==> src/rtl/branch_resolve.sv <==
// Branch resolution: decides taken/not-taken from the compare Z flag,
// issues a held redirect to fetch, then squashes younger instructions.
module branch_resolve #(
  parameter int PC_WIDTH     = 32,
  parameter int FLUSH_CYCLES = 2,
  parameter int CNT_WIDTH    = 16
) (
  input  logic                 clk,
  input  logic                 reset,
  input  logic                 ex_valid,
  input  logic                 ex_is_branch,
  input  logic                 ex_cmp_z,
  input  logic [PC_WIDTH-1:0]  ex_target,
  output logic                 ex_stall,
  output logic                 redir_valid,
  output logic [PC_WIDTH-1:0]  redir_pc,
  input  logic                 redir_ready,
  output logic                 flush,
  output logic                 misalign,
  output logic [CNT_WIDTH-1:0] branch_cnt,
  output logic [CNT_WIDTH-1:0] taken_cnt
);

  localparam int FW =
    (FLUSH_CYCLES < 1) ? 1 : $clog2(FLUSH_CYCLES + 1);
  localparam logic [FW-1:0] FLUSH_INIT = FW'(FLUSH_CYCLES);
  localparam logic [FW-1:0] FLUSH_LAST = FW'(1);

  typedef enum logic [1:0] {
    IDLE,
    REDIRECT,
    FLUSH
  } state_t;

  state_t        state;
  logic [FW-1:0] fcnt;
  logic          br;

  assign br       = ex_valid & ex_is_branch;
  assign ex_stall = br & (state != IDLE);

  always_ff @(posedge clk) begin
    if (reset) begin
      state       <= IDLE;
      redir_valid <= 1'b0;
      redir_pc    <= '0;
      flush       <= 1'b0;
      misalign    <= 1'b0;
      branch_cnt  <= '0;
      taken_cnt   <= '0;
      fcnt        <= '0;
    end else begin
      unique case (state)
        IDLE: begin
          if (br) begin
            if (branch_cnt != '1)
              branch_cnt <= branch_cnt + 1'b1;
            if (!ex_cmp_z) begin
              if (taken_cnt != '1)
                taken_cnt <= taken_cnt + 1'b1;
              redir_pc    <= {ex_target[PC_WIDTH-1:2], 2'b00};
              misalign    <= misalign | (ex_target[1:0] != 2'b00);
              redir_valid <= 1'b1;
              flush       <= 1'b1;
              state       <= REDIRECT;
            end
          end
        end
        REDIRECT: begin
          if (redir_ready) begin
            redir_valid <= 1'b0;
            if (FLUSH_CYCLES == 0) begin
              flush <= 1'b0;
              state <= IDLE;
            end else begin
              fcnt  <= FLUSH_INIT;
              state <= FLUSH;
            end
          end
        end
        FLUSH: begin
          // Counter reading 1 is the last flush cycle.
          fcnt <= fcnt - 1'b1;
          if (fcnt == FLUSH_LAST) begin
            flush <= 1'b0;
            state <= IDLE;
          end
        end
        default: state <= IDLE;
      endcase
    end
  end

endmodule

==> config.mk <==
export PLATFORM = sky130hd
export DESIGN_NAME = branch_resolve
export DESIGN_NICKNAME = d
export VERILOG_FILES = /design/src/rtl/branch_resolve.sv
export SDC_FILE = /design/constraint.sdc
export NUM_CORES = 1
export LEC_CHECK = 0
export CORE_MARGIN = 1.5
export CORE_UTILIZATION = 35
export DETAILED_ROUTE_END_ITERATION = 12
export GPL_TIMING_DRIVEN = 1
export PLACE_DENSITY_LB_ADDON = 0.25
export SETUP_SLACK_MARGIN = 0.3
export SYNTH_ARGS = -nofsm -noshare
export SYNTH_HDL_FRONTEND = slang
export SYNTH_SLANG_ARGS = --single-unit
export TNS_END_PERCENT = 50
==> constraint.sdc <==
create_clock -name clk -period 4.3 [get_ports clk]
set_clock_uncertainty 0.05 [all_clocks]
set_input_delay 1.075 -clock clk [delete_from_list [all_inputs] [get_ports clk]]
set_output_delay 1.075 -clock clk [all_outputs]
set_load 0.02 [all_outputs]
==> flow_summary_export.csv, run 1 <==
group,metric,value,unit
sta,fmax,284,MHz
routing,drt_wl_total,7.80,mm
placed_design,dp_cells,562,
synth,synthTopCellsByArea,"dfxtp_1, a21oi_1, nand2_1",
cells_and_area,final_cell_mix,"clkdlybuf4s50_1, nand2_1, dfxtp_1",
routing,vias_per_cell,5.30,
cells_and_area,num-nets-final,509,
synth,seq_area_frac_synth,45.5,%
critical_path,start_kind,"input pin",
sta,final.setup.tns,0,ps
clocking,cts_tree,"done",
power_and_ir_drop,ir_drop,0.173,mV
routing,wl_per_cell,13.5,um
synth,syn_inst,373,
clocking,cts_setup_buffers,0,
clocking,cts_hold_buf,0,
placed_design,gp_congestion,0.760,
power_and_ir_drop,clkPwrFrac,46.5,%
synth,netlist_area,0.00304,sq mm
sta,worst_pin_slew,1020,ps
synth,ys_warn_count,0,
routing,drc_errors,0,
grt,grt_pass1_wl,12.6,mm
floorplan,die_area,0.00925,sq mm
routing,ant_nets,0,
floorplan,io_pins,106,
cells_and_area,drive_gt1_share,6.13,%
floorplan,rows,33,
synth,ys_types,38,
grt,grt_antenna_before_repair,0,
clocking,path_clk_slew,80,ps
sta,setup_slack,783,ps
synth,synth_top_area_share,45.5,%
synth,ys_dominant_reg_cell,"dfxtp_1",
clocking,cts_buffers,9,
critical_path,crit_fanout,4,
placed_design,port_buffers,103,
clocking,ctsLongestPathBuffers,2,
power_and_ir_drop,swShare,21.9,%
grt,gr-total-overflow,0,
cells_and_area,syn_to_final_growth,44.4,%
synth,yosys.area.top_type,"dfxtp_1",
grt,globalRouteTotalUtil,17.4,%
sta,setup_viol,0,
clocking,cts_resized,0,
critical_path,critical_path_class,"in2out",
floorplan,die_w,96.2,um
cells_and_area,layout_commonest_cell,"clkdlybuf4s50_1",
run_status,outcome,"completed",
job,cap_violations,0,
floorplan,die_h,96.2,um
synth,synth-edff-count,0,
critical_path,worstPathArrival,2390,ps
sta,holdWs,404,ps
critical_path,cp-end-kind,"output pin",
sta,max_slew_margin,31.1,%
min_path,hold_path.class,"reg2reg",
cells_and_area,finalCoreUtilization,52.9,%
critical_path,cp_slowest_cell,"clkdlybuf4s50_1",
clocking,cts_root_buffer,"clkbuf_8",
grt,grt_pass1_vias,2765,
clocking,clock-sinks,69,
power_and_ir_drop,comb_power_share,8.9,%
floorplan,start_util,36.6,%
placed_design,dp_hpwl,5.42,mm
sta,timing.final.crit_share,81.8,%
clocking,htree_levels,3,
sta,min_period,3520,ps
cells_and_area,instances_no_fill,578,
synth,ys_ff_latch,69,
critical_path,worst_path_most_repeated_cell,"clkdlybuf4s50_1",
routing,drt_first_pass_iters,4,
grt,grt_max_degree,38,
power_and_ir_drop,power_density,339,mW/mm^2
sta,rsz0062_at_grt,"no",
clocking,insertion_delay,330,ps
sta,drv_slew,0,
critical_path,cp_data_required_time,3170,ps
critical_path,crit_path_cell_trace,"clkdlybuf4s50_1 > nand2_1 > nor2_1 > clkdlybuf4s50_1",
floorplan,design.core.area,0.00830,sq mm
synth,avgSynthCellArea,8.14,sq um
power_and_ir_drop,internal_power,1.16,mW
critical_path,critical_path.max_stage_delay,600,ps
synth,async_reset_ff_share,0,%
sta,hold_viol,0,
power_and_ir_drop,p_leak,1.45,nW
routing,drt_iter0_drc,103,
power_and_ir_drop,seqPwrFrac,44.6,%
routing,vias,3062,
placed_design,pre_cts_slack,779,ps
cells_and_area,diodes,0,
power_and_ir_drop,p_sw,0.326,mW
[sequential cells by signal (all words and copies together), names as in the netlist]
register	cells
flush	1
fcnt	2
state	2
taken_cnt	16
branch_cnt	16
redir_valid	1
misalign	1
redir_pc	30
[stage by stage]
| step | power (mW) | cell area (sq um) |
|---|---|---|
| CTS | 1.51 | 4390 |
| detailed placement | 0.812 | 4130 |
| finish | 1.49 | 4390 |
| global placement | 0.811 | 4130 |
| global route | 1.54 | 4390 |
| floorplan | 0.742 | 3040 |
[synthesized netlist by cell type, types with 6 or more instances]
library cell	number
nand4_1	11
or3_1	9
inv_1	7
a21oi_1	63
clkbuf_1	16
nand2_1	74
nand3_1	15
nor2_1	6
or4_1	16
o21ai_0	17
dfxtp_1	69
o31ai_1	15
[final timing paths]
kind | start | to | slack [ps] | depth (start not counted)
worst min register to register | redir_pc[14] | redir_pc[14] | 400 | 2
worst max-delay path | ex_valid | ex_stall | 780 | 4
worst min-delay path | redir_pc[14] | redir_pc[14] | 400 | 2
worst max register to register | taken_cnt[0] | taken_cnt[4] | 2020 | 5
[power by group through the flow]
stage / logic (mW) / registers [mW] / clock network [mW]
2_1_floorplan: 0.0486 / 0.693 / 0
3_3_place_gp: 0.132 / 0.678 / 0
3_5_place_dp: 0.133 / 0.679 / 0
4_1_cts: 0.134 / 0.664 / 0.707
5_1_grt: 0.146 / 0.666 / 0.731
6_report: 0.133 / 0.664 / 0.692
[routing by layer]
layer  vias to the layer above  global-route usage (%)  part of all wire [%]
li1                       1542                       -                     -
met1                      1435                    21.1                    43
met2                        78                    28.2                    48
met3                         7                    6.32                   7.9
met4                         0                    6.25                   1.1
met5                         -                       0                     0
[layout make-up]
cell class | count | area [sq um]
clock buffer | 9 | 124
clock inverter | 7 | 138
fill | 780 | 3910
inverter | 7 | 26.3
multi-input combinational | 273 | 1520
sequential | 69 | 1380
tap | 105 | 131
timing repair buffer | 108 | 1060
[critical path: cells and delay by family]
family / cells / cell delay (ps)
simple gates: 2 / 200
buf+inv: 2 / 1110
[kinds of logic (layout without fill, tap and decap cells)]
kind of cell             count (synthesis)  in the layout  synth area share (%)
AO/OA/AOI/OAI                          106            106                  20.1
multiplexers                             3              3                  1.07
other                                    1              2                 0.123
buffers and inverters                   32            131                  4.74
flip-flops                              69             69                  45.5
AND/OR/NAND/NOR                        159            159                  27.3
adder cells (fa/ha/maj)                  3              3                  1.24
Note: power is estimated with default switching activity, not from simulation.
==> run 2: changes to the inputs <==
==> constraint.sdc (replaced) <==
create_clock -name clk -period 3.43 [get_ports clk]
set_clock_uncertainty 0.05 [all_clocks]
set_input_delay 0.8575 -clock clk [delete_from_list [all_inputs] [get_ports clk]]
set_output_delay 0.8575 -clock clk [all_outputs]
set_load 0.02 [all_outputs]
==> flow_summary_export.csv, run 2 (synthesis results as in run 1) <==
group,metric,value,unit
routing,drt_wl_total,7.75,mm
sta,hold_viol,0,
cells_and_area,diodes,0,
cells_and_area,regArea,0.00138,sq mm
critical_path,start_kind,"input pin",
clocking,path_clk_slew,70,ps
cells_and_area,final_cell_mix,"clkdlybuf4s50_1, nand2_1, dfxtp_1",
run_status,outcome,"completed",
critical_path,cp_data_required_time,2520,ps
routing,drt_iter0_drc,89,
cells_and_area,layout_commonest_cell,"clkdlybuf4s50_1",
placed_design,dp_hpwl,5.40,mm
cells_and_area,syn_to_final_growth,41.7,%
cells_and_area,reg_top3,"redir_pc (30), branch_cnt (16), taken_cnt (16)",
floorplan,die_h,96.2,um
clocking,htree_levels,3,
routing,wl_per_cell,13.4,um
routing,drt_first_pass_iters,4,
sta,final.setup.tns,0,ps
placed_design,port_buffers,103,
critical_path,r2r_cells,5,
critical_path,critical_path_class,"in2out",
critical_path,r2r_slack,1190,ps
sta,holdWs,404,ps
power_and_ir_drop,ir_drop,0.244,mV
placed_design,dpl-instance-area,0.00413,sq mm
cells_and_area,multi_input_area,0.00152,sq mm
grt,gr-total-overflow,0,
sta,drv_slew,0,
grt,grt_max_degree,34,
routing,ant_nets,0,
critical_path,worstPathBufferInverterCount,2,
sta,setup_slack,720,ps
grt,grt_pass1_vias,2757,
cells_and_area,largest_reg_flops,30,
sta,fmax,369,MHz
routing,vias_per_cell,5.23,
critical_path,crit_fanout,4,
clocking,ctsLongestPathBuffers,2,
clocking,cts_setup_buffers,0,
floorplan,die_w,96.2,um
routing,drc_errors,0,
power_and_ir_drop,power_density,371,mW/mm^2
sta,timing.final.crit_share,79.0,%
critical_path,cp_top_family,"buffers and inverters",
sta,max_slew_margin,35.0,%
placed_design,gp_congestion,0.761,
grt,grt_pass1_wl,12.7,mm
clocking,cts_tree,"done",
placed_design,pre_cts_slack,339,ps
floorplan,start_util,36.6,%
sta,min_period,2710,ps
critical_path,cp-end-kind,"output pin",
grt,globalRouteTotalUtil,17.5,%
grt,grt_antenna_before_repair,0,
cells_and_area,largest-register,"redir_pc",
clocking,clock-sinks,69,
min_path,hold_path.startpoint,"redir_pc[22]",
floorplan,die_area,0.00925,sq mm
routing,vias,3023,
power_and_ir_drop,p_leak,1.43,nW
floorplan,rows,33,
critical_path,worstReg2RegEnd,"taken_cnt[4]",
critical_path,cp_slowest_cell,"clkdlybuf4s50_1",
job,cap_violations,0,
min_path,hold_path.class,"reg2reg",
critical_path,crit_path_cell_trace,"clkdlybuf4s50_1 > nand2_1 > nor2_1 > dlymetal6s2s_1",
min_path,holdPathEnd,"redir_pc[22]",
floorplan,io_pins,106,
sta,rsz0062_at_grt,"no",
clocking,cts_hold_buf,0,
clocking,cts_buffers,9,
floorplan,design.core.area,0.00830,sq mm
sta,setup_viol,0,
cells_and_area,nFillCells,786,
cells_and_area,final_cell_area,0.00431,sq mm
critical_path,worstPathArrival,1800,ps
min_path,holdPathStages,2,
cells_and_area,num-nets-final,509,
sta,worst_pin_slew,965,ps
clocking,cts_root_buffer,"clkbuf_8",
clocking,insertion_delay,330,ps
critical_path,critical_path.max_stage_delay,520,ps
critical_path,r2r-start,"taken_cnt[0]",
cells_and_area,drive_gt1_share,5.92,%
[run 2: what timing repair did]
item / 4_1_cts / 5_1_grt
endpoints found under the setup margin: 0 / 1
resized for setup: 0 / 1
endpoints found under the hold margin: 0 / 0
[run 2: cell type report]
cell class / instances / share of cell area (%)
inverter: 7 / 0.610
sequential: 69 / 32.1
multi-input combinational: 273 / 35.4
tap: 105 / 3.05
clock buffer: 12 / 3.60
clock inverter: 4 / 0.523
timing repair buffer: 108 / 24.8
[run 2: per-stage QoR]
| step | instances | utilization [%] | total power, mW |
|---|---|---|---|
| 2_1_floorplan | 374 | - | 0.930 |
| 3_3_place_gp | 562 | 49.7 | 1.02 |
| 3_5_place_dp | 562 | 49.7 | 1.02 |
| 4_1_cts | 578 | 51.8 | 1.62 |
| 5_1_grt | 578 | 51.9 | 1.68 |
| 6_report | 578 | 51.9 | 1.60 |
[run 2: report_power, final]
group          internal [mW]  switching, mW  total (mW)
Clock                  0.299          0.301       0.600
Combinational         0.0839         0.0824       0.166
Sequential             0.820         0.0130       0.833
[run 2: worst register-to-register path: stages (launching register included)]
cell and delay [ps]:
dfxtp_1 420, ha_1 230, nand4_1 150, o41ai_2 930, o21ai_0 240, a21oi_1 160
[run 2: per-layer routing]
layer	vias to the layer above	wire (um)	global-route usage, %
met5	-	0	0
met4	0	65	5.15
met3	4	577	7.03
met2	79	3550	27.6
met1	1393	3560	21.8
li1	1547	-	-
[run 2: how the worst max path moves through the flow]
stage,start,endpoint,slack (ps),cells past startpoint
after detailed placement,ex_valid,ex_stall,340,4
after global placement,ex_valid,ex_stall,370,4
after floorplan,ex_cmp_z,taken_cnt[14],1290,5
after global routing,ex_valid,ex_stall,630,4
after CTS,ex_valid,ex_stall,340,4
final,ex_valid,ex_stall,720,4
